File: src/rtl/mcpu_ram_arbiter_if.sv
// Bus bundle between the two CPU ports, the arbiter and the
// single-port RAM controller.
interface mcpu_ram_arbiter_if #(
   parameter int WORD_SIZE  = 16,
   parameter int ADDR_WIDTH = 8
);
   logic                  i_req;
   logic [ADDR_WIDTH-1:0] i_addr;
   logic                  i_ack;
   logic [WORD_SIZE-1:0]  i_rdata;

   logic                  d_req;
   logic                  d_we;
   logic [ADDR_WIDTH-1:0] d_addr;
   logic [WORD_SIZE-1:0]  d_wdata;
   logic                  d_ack;
   logic [WORD_SIZE-1:0]  d_rdata;

   logic                  ram_we;
   logic                  ram_re;
   logic [ADDR_WIDTH-1:0] ram_addr;
   logic [WORD_SIZE-1:0]  ram_wdata;
   logic [WORD_SIZE-1:0]  ram_rdata;

   logic                  busy;

   modport slave (
      input  i_req, i_addr,
      input  d_req, d_we, d_addr, d_wdata,
      input  ram_rdata,
      output i_ack, i_rdata,
      output d_ack, d_rdata,
      output ram_we, ram_re, ram_addr, ram_wdata,
      output busy
   );

   modport master (
      output i_req, i_addr,
      output d_req, d_we, d_addr, d_wdata,
      output ram_rdata,
      input  i_ack, i_rdata,
      input  d_ack, d_rdata,
      input  ram_we, ram_re, ram_addr, ram_wdata,
      input  busy
   );
endinterface

File: src/rtl/mcpu_ram_arbiter.sv
// Round-robin arbiter sharing one single-port RAM between the
// instruction-fetch port and the data port; 3 cycles per access.
module mcpu_ram_arbiter #(
   parameter int WORD_SIZE  = 16,
   parameter int ADDR_WIDTH = 8
) (
   input logic              clk,
   input logic              rst_n,
   mcpu_ram_arbiter_if.slave bus
);
   typedef enum logic [1:0] {
      IDLE,
      ISSUE,
      RESP
   } state_t;

   typedef enum logic {
      OWN_I,
      OWN_D
   } owner_t;

   state_t state;
   owner_t owner;
   owner_t last_owner;
   logic   grant_d;

   // On a tie the port that did not win last time gets the grant.
   assign grant_d = bus.d_req &&
                    (!bus.i_req || last_owner == OWN_I);

   always_ff @(posedge clk or negedge rst_n) begin
      if (!rst_n) begin
         state         <= IDLE;
         owner         <= OWN_I;
         last_owner    <= OWN_I;
         bus.ram_we    <= 1'b0;
         bus.ram_re    <= 1'b0;
         bus.ram_addr  <= {ADDR_WIDTH{1'b0}};
         bus.ram_wdata <= {WORD_SIZE{1'b0}};
         bus.i_ack     <= 1'b0;
         bus.d_ack     <= 1'b0;
         bus.i_rdata   <= {WORD_SIZE{1'b0}};
         bus.d_rdata   <= {WORD_SIZE{1'b0}};
         bus.busy      <= 1'b0;
      end else begin
         unique case (state)
            IDLE: begin
               if (bus.i_req || bus.d_req) begin
                  owner      <= grant_d ? OWN_D : OWN_I;
                  last_owner <= grant_d ? OWN_D : OWN_I;
                  if (grant_d) begin
                     bus.ram_addr  <= bus.d_addr;
                     bus.ram_wdata <= bus.d_wdata;
                  end else begin
                     bus.ram_addr  <= bus.i_addr;
                  end
                  bus.ram_we <= grant_d && bus.d_we;
                  bus.ram_re <= !(grant_d && bus.d_we);
                  bus.busy   <= 1'b1;
                  state      <= ISSUE;
               end
            end
            ISSUE: begin
               bus.ram_we <= 1'b0;
               bus.ram_re <= 1'b0;
               if (owner == OWN_D) begin
                  bus.d_ack <= 1'b1;
                  if (bus.ram_re)
                     bus.d_rdata <= bus.ram_rdata;
               end else begin
                  bus.i_ack <= 1'b1;
                  if (bus.ram_re)
                     bus.i_rdata <= bus.ram_rdata;
               end
               state <= RESP;
            end
            RESP: begin
               bus.i_ack <= 1'b0;
               bus.d_ack <= 1'b0;
               bus.busy  <= 1'b0;
               state     <= IDLE;
            end
            default: state <= IDLE;
         endcase
      end
   end
endmodule

File: src/flat_wrapper.sv
// flat-port wrapper written by rule: the top's interface ports become plain ports
module mcpu_ram_arbiter_flat 
#(
   parameter int WORD_SIZE  = 16,
   parameter int ADDR_WIDTH = 8
)
  (clk, rst_n, bus_i_req, bus_i_addr, bus_d_req, bus_d_we, bus_d_addr, bus_d_wdata, bus_ram_rdata, bus_i_ack, bus_i_rdata, bus_d_ack, bus_d_rdata, bus_ram_we, bus_ram_re, bus_ram_addr, bus_ram_wdata, bus_busy);
  mcpu_ram_arbiter_if #(.WORD_SIZE(WORD_SIZE), .ADDR_WIDTH(ADDR_WIDTH)) bus_i ();
  input logic clk;
  input logic rst_n;
  input wire logic [$bits(bus_i.i_req)-1:0] bus_i_req;
  input wire logic [$bits(bus_i.i_addr)-1:0] bus_i_addr;
  input wire logic [$bits(bus_i.d_req)-1:0] bus_d_req;
  input wire logic [$bits(bus_i.d_we)-1:0] bus_d_we;
  input wire logic [$bits(bus_i.d_addr)-1:0] bus_d_addr;
  input wire logic [$bits(bus_i.d_wdata)-1:0] bus_d_wdata;
  input wire logic [$bits(bus_i.ram_rdata)-1:0] bus_ram_rdata;
  output wire logic [$bits(bus_i.i_ack)-1:0] bus_i_ack;
  output wire logic [$bits(bus_i.i_rdata)-1:0] bus_i_rdata;
  output wire logic [$bits(bus_i.d_ack)-1:0] bus_d_ack;
  output wire logic [$bits(bus_i.d_rdata)-1:0] bus_d_rdata;
  output wire logic [$bits(bus_i.ram_we)-1:0] bus_ram_we;
  output wire logic [$bits(bus_i.ram_re)-1:0] bus_ram_re;
  output wire logic [$bits(bus_i.ram_addr)-1:0] bus_ram_addr;
  output wire logic [$bits(bus_i.ram_wdata)-1:0] bus_ram_wdata;
  output wire logic [$bits(bus_i.busy)-1:0] bus_busy;
  assign bus_i.i_req = bus_i_req;
  assign bus_i.i_addr = bus_i_addr;
  assign bus_i.d_req = bus_d_req;
  assign bus_i.d_we = bus_d_we;
  assign bus_i.d_addr = bus_d_addr;
  assign bus_i.d_wdata = bus_d_wdata;
  assign bus_i.ram_rdata = bus_ram_rdata;
  assign bus_i_ack = bus_i.i_ack;
  assign bus_i_rdata = bus_i.i_rdata;
  assign bus_d_ack = bus_i.d_ack;
  assign bus_d_rdata = bus_i.d_rdata;
  assign bus_ram_we = bus_i.ram_we;
  assign bus_ram_re = bus_i.ram_re;
  assign bus_ram_addr = bus_i.ram_addr;
  assign bus_ram_wdata = bus_i.ram_wdata;
  assign bus_busy = bus_i.busy;
  mcpu_ram_arbiter #(.WORD_SIZE(WORD_SIZE), .ADDR_WIDTH(ADDR_WIDTH)) u_core (.clk(clk), .rst_n(rst_n), .bus(bus_i));
endmodule
File: config.mk
export PLATFORM = sky130hd
export DESIGN_NAME = mcpu_ram_arbiter_flat
export DESIGN_NICKNAME = d
export VERILOG_FILES = /design/src/rtl/mcpu_ram_arbiter_if.sv /design/src/rtl/mcpu_ram_arbiter.sv /design/src/flat_wrapper.sv
export SDC_FILE = /design/constraint.sdc
export NUM_CORES = 1
export LEC_CHECK = 0
export BUFFER_PORTS_ARGS = -buffer_cell sky130_fd_sc_hd__clkbuf_2
export CAP_MARGIN = 20
export CORE_MARGIN = 3
export CORE_UTILIZATION = 50
export DETAILED_ROUTE_END_ITERATION = 16
export PLACE_DENSITY = 0.89
export SETUP_SLACK_MARGIN = 0.05
export SLEW_MARGIN = 30
export SYNTH_ARGS = -nofsm -noshare
export SYNTH_HDL_FRONTEND = slang
export SYNTH_SLANG_ARGS = --single-unit
File: constraint.sdc
create_clock -name clk -period 2.71 [get_ports clk]
set_input_delay 0.271 -clock clk [delete_from_list [all_inputs] [get_ports clk]]
set_output_delay 0.271 -clock clk [all_outputs]
set_load 0.005 [all_outputs]
==> summary.md, run 1 <==
| Metric | Value |
|---|---|
| Number of H-tree levels | 3 |
| Tightest Pin Transition | 0.785 ns |
| Clock-pin slew on the worst setup and hold paths | 0.07 ns |
| Status | finished clean |
| Skew-Pair Late Insertion Delay | 0.32 ns |
| Post CTS Setup Buffer Count | 0 |
| Total global routing overflow | 0 |
| CP arrival | 1.98 ns |
| Register bit total from synthesis | 64 |
| Most frequent cells in the layout | clkbuf_2 (113), mux2_2 (65), dfrtp_1 (64) |
| HP Class | in2async |
| Die area | just under 0.006 mm² |
| Sink Count | 64 |
| Port bufs | about 110 |
| First DRT Iteration DRCs | 47 |
| Vias in the first global route | 1,838 |
| Setup TNS | 0 ns |
| Pwr/cell area | 1190 mW/mm² |
| Crit Path Category | reg2reg |
| CTS tree | done |
| Synthesized instance count | approximately 160 |
| Core Area | slightly below 0.005 mm² |
| Core Rows | 25 |
| WL final | 4980 µm |
| Worst Skew | 0.00708 ns |
| Die width | 77.1 µm |
| Hold Buf Count CTS | 0 |
| WP data required | 2.92 ns |
| Mapped Area | ~0.0025 mm² |
| Largest net degree at the start of global routing | between 60 and 70 |
| Gp weighted congestion | between 0.7 and 0.8 |
| CP startpoint kind | register |
| Slew headroom | 47.7% |
| Via density per instance | around 4.9 |
| Max-slew violations | 0 |
| DRC viols | 0 |
| Avg Cell Area, Syn | 16.1 µm² |
| Net Count, Synth | 210 |
| Share of cells above drive strength 1 | between 70 and 80% |
| Most common cell after layout, fill and taps aside | clkbuf_2 |
| Max frequency | ~560 MHz |
| Gr usage total | ~18% |
| LEAKAGE | roughly 1.7 nW |
| Yosys Warn Count | 0 |
| FF-to-FF path depth | 4 |
| RSZ-0062 raised after global routing | false |
| IR drop worst, VDD | about 0.58 mV |
| Final min period | roughly 1.8 ns |
| Starting Density | approximately 52% |
| Crit. End Element | register |
| ANT nets after route | 0 |
| Initial antenna violation count | 0 |
| P&R area growth vs syn | 31.9% |
| CTS max path bufs | 2 |
| Fin crit share | between 60 and 70% |
| Num CTS Buffers | 9 |
| Final Util | between 60% and 70% |
| Vias | roughly 1.7k |
| First-pass GRT wire length | 8360 µm |
| Max FO, Critical Path | 6 |
| Die height | around 77 µm |
| Drt first pass iters | 4 |
| Max-cap check violation count | 0 |
| Filler cell count | about 380 |
| Routed length per instance | 14.3 µm |
| Synth unique cells | 21 |
| Inserted Diodes | 0 |
| Final Net Count | 330 |
| Register area share after synthesis | 63.4% |
| Final setup fails | 0 |
| Clock root cell | clkbuf_8 |
| Post-CTS resize count | 0 |
| Boundary Pins | approximately 110 |
| Detailed placement HPWL | 3690 µm |
| Fin. Hold Viols | 0 |
[per-layer routing]
metal	vias to the layer above	track usage, %	share of wire (%)
met5	-	0	0
met2	80	28.9	48
li1	801	-	-
met4	0	6.41	0.88
met3	5	7.39	8.9
met1	814	22.0	42
[worst max-delay path: stages (launching register included)]
cell and delay, ns:
dfrtp_1 0.42, a21boi_1 0.40, buf_4 0.24, mux2_2 0.34, mux2_2 0.26
[cells by family after synthesis]
logic type | count (synthesis) | synth area share, %
DFF | 64 | 63.4
and+or+nand+nor | 11 | 2.73
muxes | 66 | 29.4
AOI/OAI and AO/OA | 8 | 1.88
buffers and inverters | 8 | 2.58
[area by class of cell]
class | instances | area (µm²) | area share, %
clock buffers | 13 | 159 | 4.77
well taps | 67 | 83.8 | 2.52
multi-input cells | 85 | 858 | 25.8
inverters | 2 | 7.51 | 0.225
clock inverters | 3 | 40.0 | 1.20
repair buffers | 115 | 581 | 17.4
flip-flops and latches | 64 | 1600 | 48.1
[stage by stage]
| step | instances | setup slack [ns] | hold slack [ns] | cell area [µm²] | total power [mW] |
|---|---|---|---|---|---|
| 6_report | 349 | 0.935 | 0.116 | 3330 | 3.95 |
| 3_5_place_dp | 333 | 0.935 | 0.480 | 3130 | 3.19 |
| 4_1_cts | 349 | 0.917 | 0.147 | 3330 | 4.01 |
| 2_1_floorplan | 157 | 1.21 | -0.0246 | 2520 | 2.54 |
| 3_3_place_gp | 333 | 0.986 | 0.463 | 3130 | 3.12 |
| 5_1_grt | 349 | 0.833 | 0.152 | 3330 | 4.23 |
[power by group]
part           total [mW]  switching (mW)  leakage, nW  internal, mW
combinational        1.43           0.569        0.797         0.856
sequential           1.72           0.272        0.752          1.45
clock               0.805           0.333        0.103         0.473
total                3.95            1.17         1.65          2.78
[cell usage after synthesis]
master / count / share of area, %
mux2_2: 65 / 29
nand2_1: 4 / 0.59
a21boi_1: 1 / 0.30
inv_1: 1 / 0.15
buf_6: 4 / 1.8
nor2_1: 1 / 0.15
and2_1: 1 / 0.25
inv_2: 1 / 0.15
and3_4: 1 / 0.45
dfrtp_1: 64 / 63
a21oi_1: 2 / 0.40
or2b_1: 1 / 0.30
nand2_2: 1 / 0.25
buf_4: 1 / 0.30
nand2b_2: 1 / 0.35
o21ai_0: 3 / 0.59
buf_2: 1 / 0.20
o21a_1: 1 / 0.30
mux2i_1: 1 / 0.40
nand3_2: 1 / 0.40
a21o_1: 1 / 0.30
[state kept, by name, indices dropped and copies added, names as in the netlist]
register / count
u_core.bus.i_ack: 1
u_core.bus.i_rdata: 16
u_core.bus.ram_we: 1
u_core.bus.d_ack: 1
u_core.bus.ram_addr: 8
u_core.bus.ram_wdata: 16
u_core.bus.ram_re: 1
u_core.bus.busy: 1
u_core.owner: 1
u_core.bus.d_rdata: 16
u_core.state: 2
[worst paths after layout]
kind,to,from,slack [ns]
setup / recovery,u_core.bus.ram_addr[5],u_core.owner,0.94
hold / removal,u_core.bus.d_rdata[0],rst_n,0.12
setup reg to reg,u_core.bus.ram_addr[5],u_core.owner,0.94
hold reg to reg,u_core.bus.busy,u_core.bus.busy,0.50
max in group asynchronous,u_core.bus.busy,rst_n,2.08
min in group clk,u_core.bus.ram_wdata[0],bus_d_wdata[0],0.17
Note: power is estimated with default switching activity, not from simulation.
==> run 2, diff against run 1 <==
--- a/config.mk
+++ b/config.mk
@@ -8,9 +8,9 @@
 export BUFFER_PORTS_ARGS = -buffer_cell sky130_fd_sc_hd__clkbuf_2
 export CAP_MARGIN = 20
 export CORE_MARGIN = 3
-export CORE_UTILIZATION = 50
+export CORE_UTILIZATION = 46
 export DETAILED_ROUTE_END_ITERATION = 16
-export PLACE_DENSITY = 0.89
+export PLACE_DENSITY = 0.83
 export SETUP_SLACK_MARGIN = 0.05
 export SLEW_MARGIN = 30
 export SYNTH_ARGS = -nofsm -noshare
==> constraint.sdc (replaced) <==
create_clock -name clk -period 1.7 [get_ports clk]
set_input_delay 0.17 -clock clk [delete_from_list [all_inputs] [get_ports clk]]
set_output_delay 0.17 -clock clk [all_outputs]
set_load 0.005 [all_outputs]
==> run 2 against run 1 <==
Worst hold slack worse by 0.044 ns. Sequential cell count stayed put. Power is 63% higher. Routed wire length is 1.8% higher. Clock power is 68% higher. Die area is 8.0% higher. Critical path depth stayed put. Register-to-register slack worse by 0.79 ns. Clock skew hardly changed. Via count is 0.82% higher. Critical endpoint is now u_core.bus.i_rdata[9]. Highest routed layer unchanged.
==> summary.md, run 2 (synthesis results as in run 1) <==
| Metric | Value |
|---|---|
| Tightest Pin Transition | 0.536 ns (-0.249 ns) |
| First DRT Iteration DRCs | 53 (+13%) |
| GR Layer Usage met2 | 27.5% (-1.4 points) |
| Detailed placement HPWL | 3830 µm (+4.0%) |
| Initial antenna violation count | 0 (unchanged) |
| Worst path cell trace | nand2b_2 -> inv_2 -> and3_4 -> mux2_2 |
| Inserted Diodes | 0 (unchanged) |
| IR drop worst, VDD | 0.939 mV (+61%) |
| Setup TNS | 0 ns (unchanged) |
| Net Sw Power | 1.90 mW (+62%) |
| Crit Path Category | reg2reg |
| Most frequent cells in the layout | clkbuf_2 (113), mux2_2 (65), dfrtp_1 (64) |
| Via density per instance | 4.83 (-0.88%) |
| Share of cells above drive strength 1 | 70.5% (about the same) |
| Fin crit share | 91.2% (+26 points) |
| CTS max path bufs | 2 (unchanged) |
| CP arrival | 1.76 ns (-0.22 ns) |
| Internal cell power | 4.53 mW (+63%) |
| CP startpoint kind | register |
| Final min period | 1.55 ns (-0.224 ns) |
| WP data required | 1.91 ns (-1.01 ns) |
| RSZ-0062 raised after global routing | false |
| Slew headroom | 64.2% (+17 points) |
| Power after layout | 6.44 mW (+63%) |
| Met1 Usage GRT | 21.6% (-0.39 points) |
| Core Rows | 26 (+4.0%) |
| Power share of the sequential group | 42.9% (-0.7 points) |
| Max-slew violations | 0 (unchanged) |
| Final Util | 65.5% (-3.7 points) |
| Crit. End Element | register |
| Worst Skew | 0.00750 ns (+0.000421 ns) |
| Most common cell after layout, fill and taps aside | clkbuf_2 |
| Switching part of the total | 29.6% (-0.13 points) |
| Clock root cell | clkbuf_8 |
| CP peak stage delay | 0.41 ns (about the same) |
| Die width | 80.1 µm (+3.9%) |
| Filler cell count | 412 (+7.9%) |
| WL final | 5070 µm (+1.8%) |
| Boundary Pins | 114 (unchanged) |
| Skew-Pair Late Insertion Delay | 0.33 ns (about the same) |
| HP Class | in2reg |
| Status | finished clean |
| Num CTS Buffers | 9 (unchanged) |
| Clock-pin slew on the worst setup and hold paths | 0.07 ns (about the same) |
| Post CTS Setup Buffer Count | 0 (unchanged) |
| GR Util met3 | 6.28% (-1.1 points) |
| GRT Max-Usage Layer | met2 |
| Pwr/cell area | 1890 mW/mm² (+59%) |
| Placed Instances | 339 (+1.8%) |
| Clock power share | 20.9% (+0.5 points) |
| Largest regs | u_core.bus.d_rdata (16), u_core.bus.i_rdata (16), u_core.bus.ram_wdata (16) |
| Largest net degree at the start of global routing | 24 (-63%) |
| Slowest cell on crit path | dfrtp_1 |
| Port bufs | 113 (unchanged) |
| Total global routing overflow | 0 (unchanged) |
| Final Net Count | 334 (+1.2%) |
| CTS tree | done |
| First-pass GRT wire length | 8520 µm (+1.9%) |
| Final non-filler cell total | 355 (+1.7%) |
| Max-cap check violation count | 0 (unchanged) |
| Routed length per instance | 14.3 µm (about the same) |
| Gp weighted congestion | 0.757 (+6.7%) |
| Die height | 80.1 µm (+3.9%) |
| Vias | 1,714 (+0.82%) |
| Sink Count | 64 (unchanged) |
| Vias in the first global route | 1,841 (+0.16%) |
| Max FO, Critical Path | 16 (+10) |
| Die area | 0.00641 mm² (+8.0%) |
| Core Area | 0.00520 mm² (+8.1%) |
| LEAKAGE | 1.69 nW (+2.1%) |
| Drt first pass iters | 3 (-1) |
| Number of H-tree levels | 3 (unchanged) |
| Gr usage total | 17.4% (-0.65 points) |
| DRC viols | 0 (unchanged) |
| Comb power frac | 36.2% (about the same) |
| Fin. Hold Viols | 0 (unchanged) |
| Crit-path leading delay family | simple AND/OR/NAND/NOR gates |
| Starting Density | 48.5% (-3.9 points) |
| P&R area growth vs syn | 34.9% |
| ANT nets after route | 0 (unchanged) |
| CP Buf/Inv Count | 1 (unchanged) |
| Final setup fails | 0 (unchanged) |
| Max frequency | 645 MHz (+14%) |
-- run 2: repair_timing --
action,CTS,global route
resized for setup,0,2
setup endpoints to repair,0,17
endpoints found under the hold margin,18,0
hold buffers,1,0
-- run 2: worst paths after layout --
kind,startpoint,to,slack (ns),cells after the start
max in group asynchronous,rst_n,u_core.bus.ram_addr[7],0.83,3
min reg2reg,u_core.bus.busy,u_core.bus.busy,0.50,1
min,bus_d_wdata[0],u_core.bus.ram_wdata[0],0.07,2
max reg2reg,u_core.state[1],u_core.bus.i_rdata[9],0.15,4
max,u_core.state[1],u_core.bus.i_rdata[9],0.15,4
min in group asynchronous,rst_n,u_core.bus.d_rdata[8],0.36,2
-- run 2: final cells by class --
| class | instances | area [µm²] | area share (%) |
|---|---|---|---|
| clock buffer | 11 | 131 | 3.86 |
| clock inverter | 4 | 70.1 | 2.06 |
| inverter | 2 | 7.51 | 0.220 |
| multi-input combinational | 85 | 871 | 25.6 |
| sequential | 64 | 1600 | 47.0 |
| tap | 70 | 87.6 | 2.57 |
| timing repair buffer | 119 | 638 | 18.7 |
-- run 2: routing by layer --
metal | share of wire [%] | wire length (µm)
met4 | 1.1 | 57
met5 | 0 | 0
met3 | 9.6 | 485
met1 | 42 | 2130
met2 | 47 | 2390
-- run 2: per-stage QoR --
step | hold WS, ns | worst slack (ns) | cell area [µm²]
after floorplan | -0.126 | 0.203 | 2520
after global placement | 0.183 | 0.169 | 3180
after detailed placement | 0.176 | 0.122 | 3180
after CTS | 0.0606 | 0.0991 | 3390
after global routing | 0.0652 | 0.0516 | 3410
final | 0.0719 | 0.150 | 3410
-- run 2: power by group through the flow --
| stage | combinational, mW | clock, mW | sequential (mW) |
|---|---|---|---|
| final | 2.33 | 1.35 | 2.76 |
| after global routing | 2.58 | 1.47 | 2.87 |
| after CTS | 2.37 | 1.39 | 2.76 |
| after detailed placement | 2.35 | 0 | 2.78 |
| after global placement | 2.29 | 0 | 2.74 |
| after floorplan | 1.26 | 0 | 2.79 |
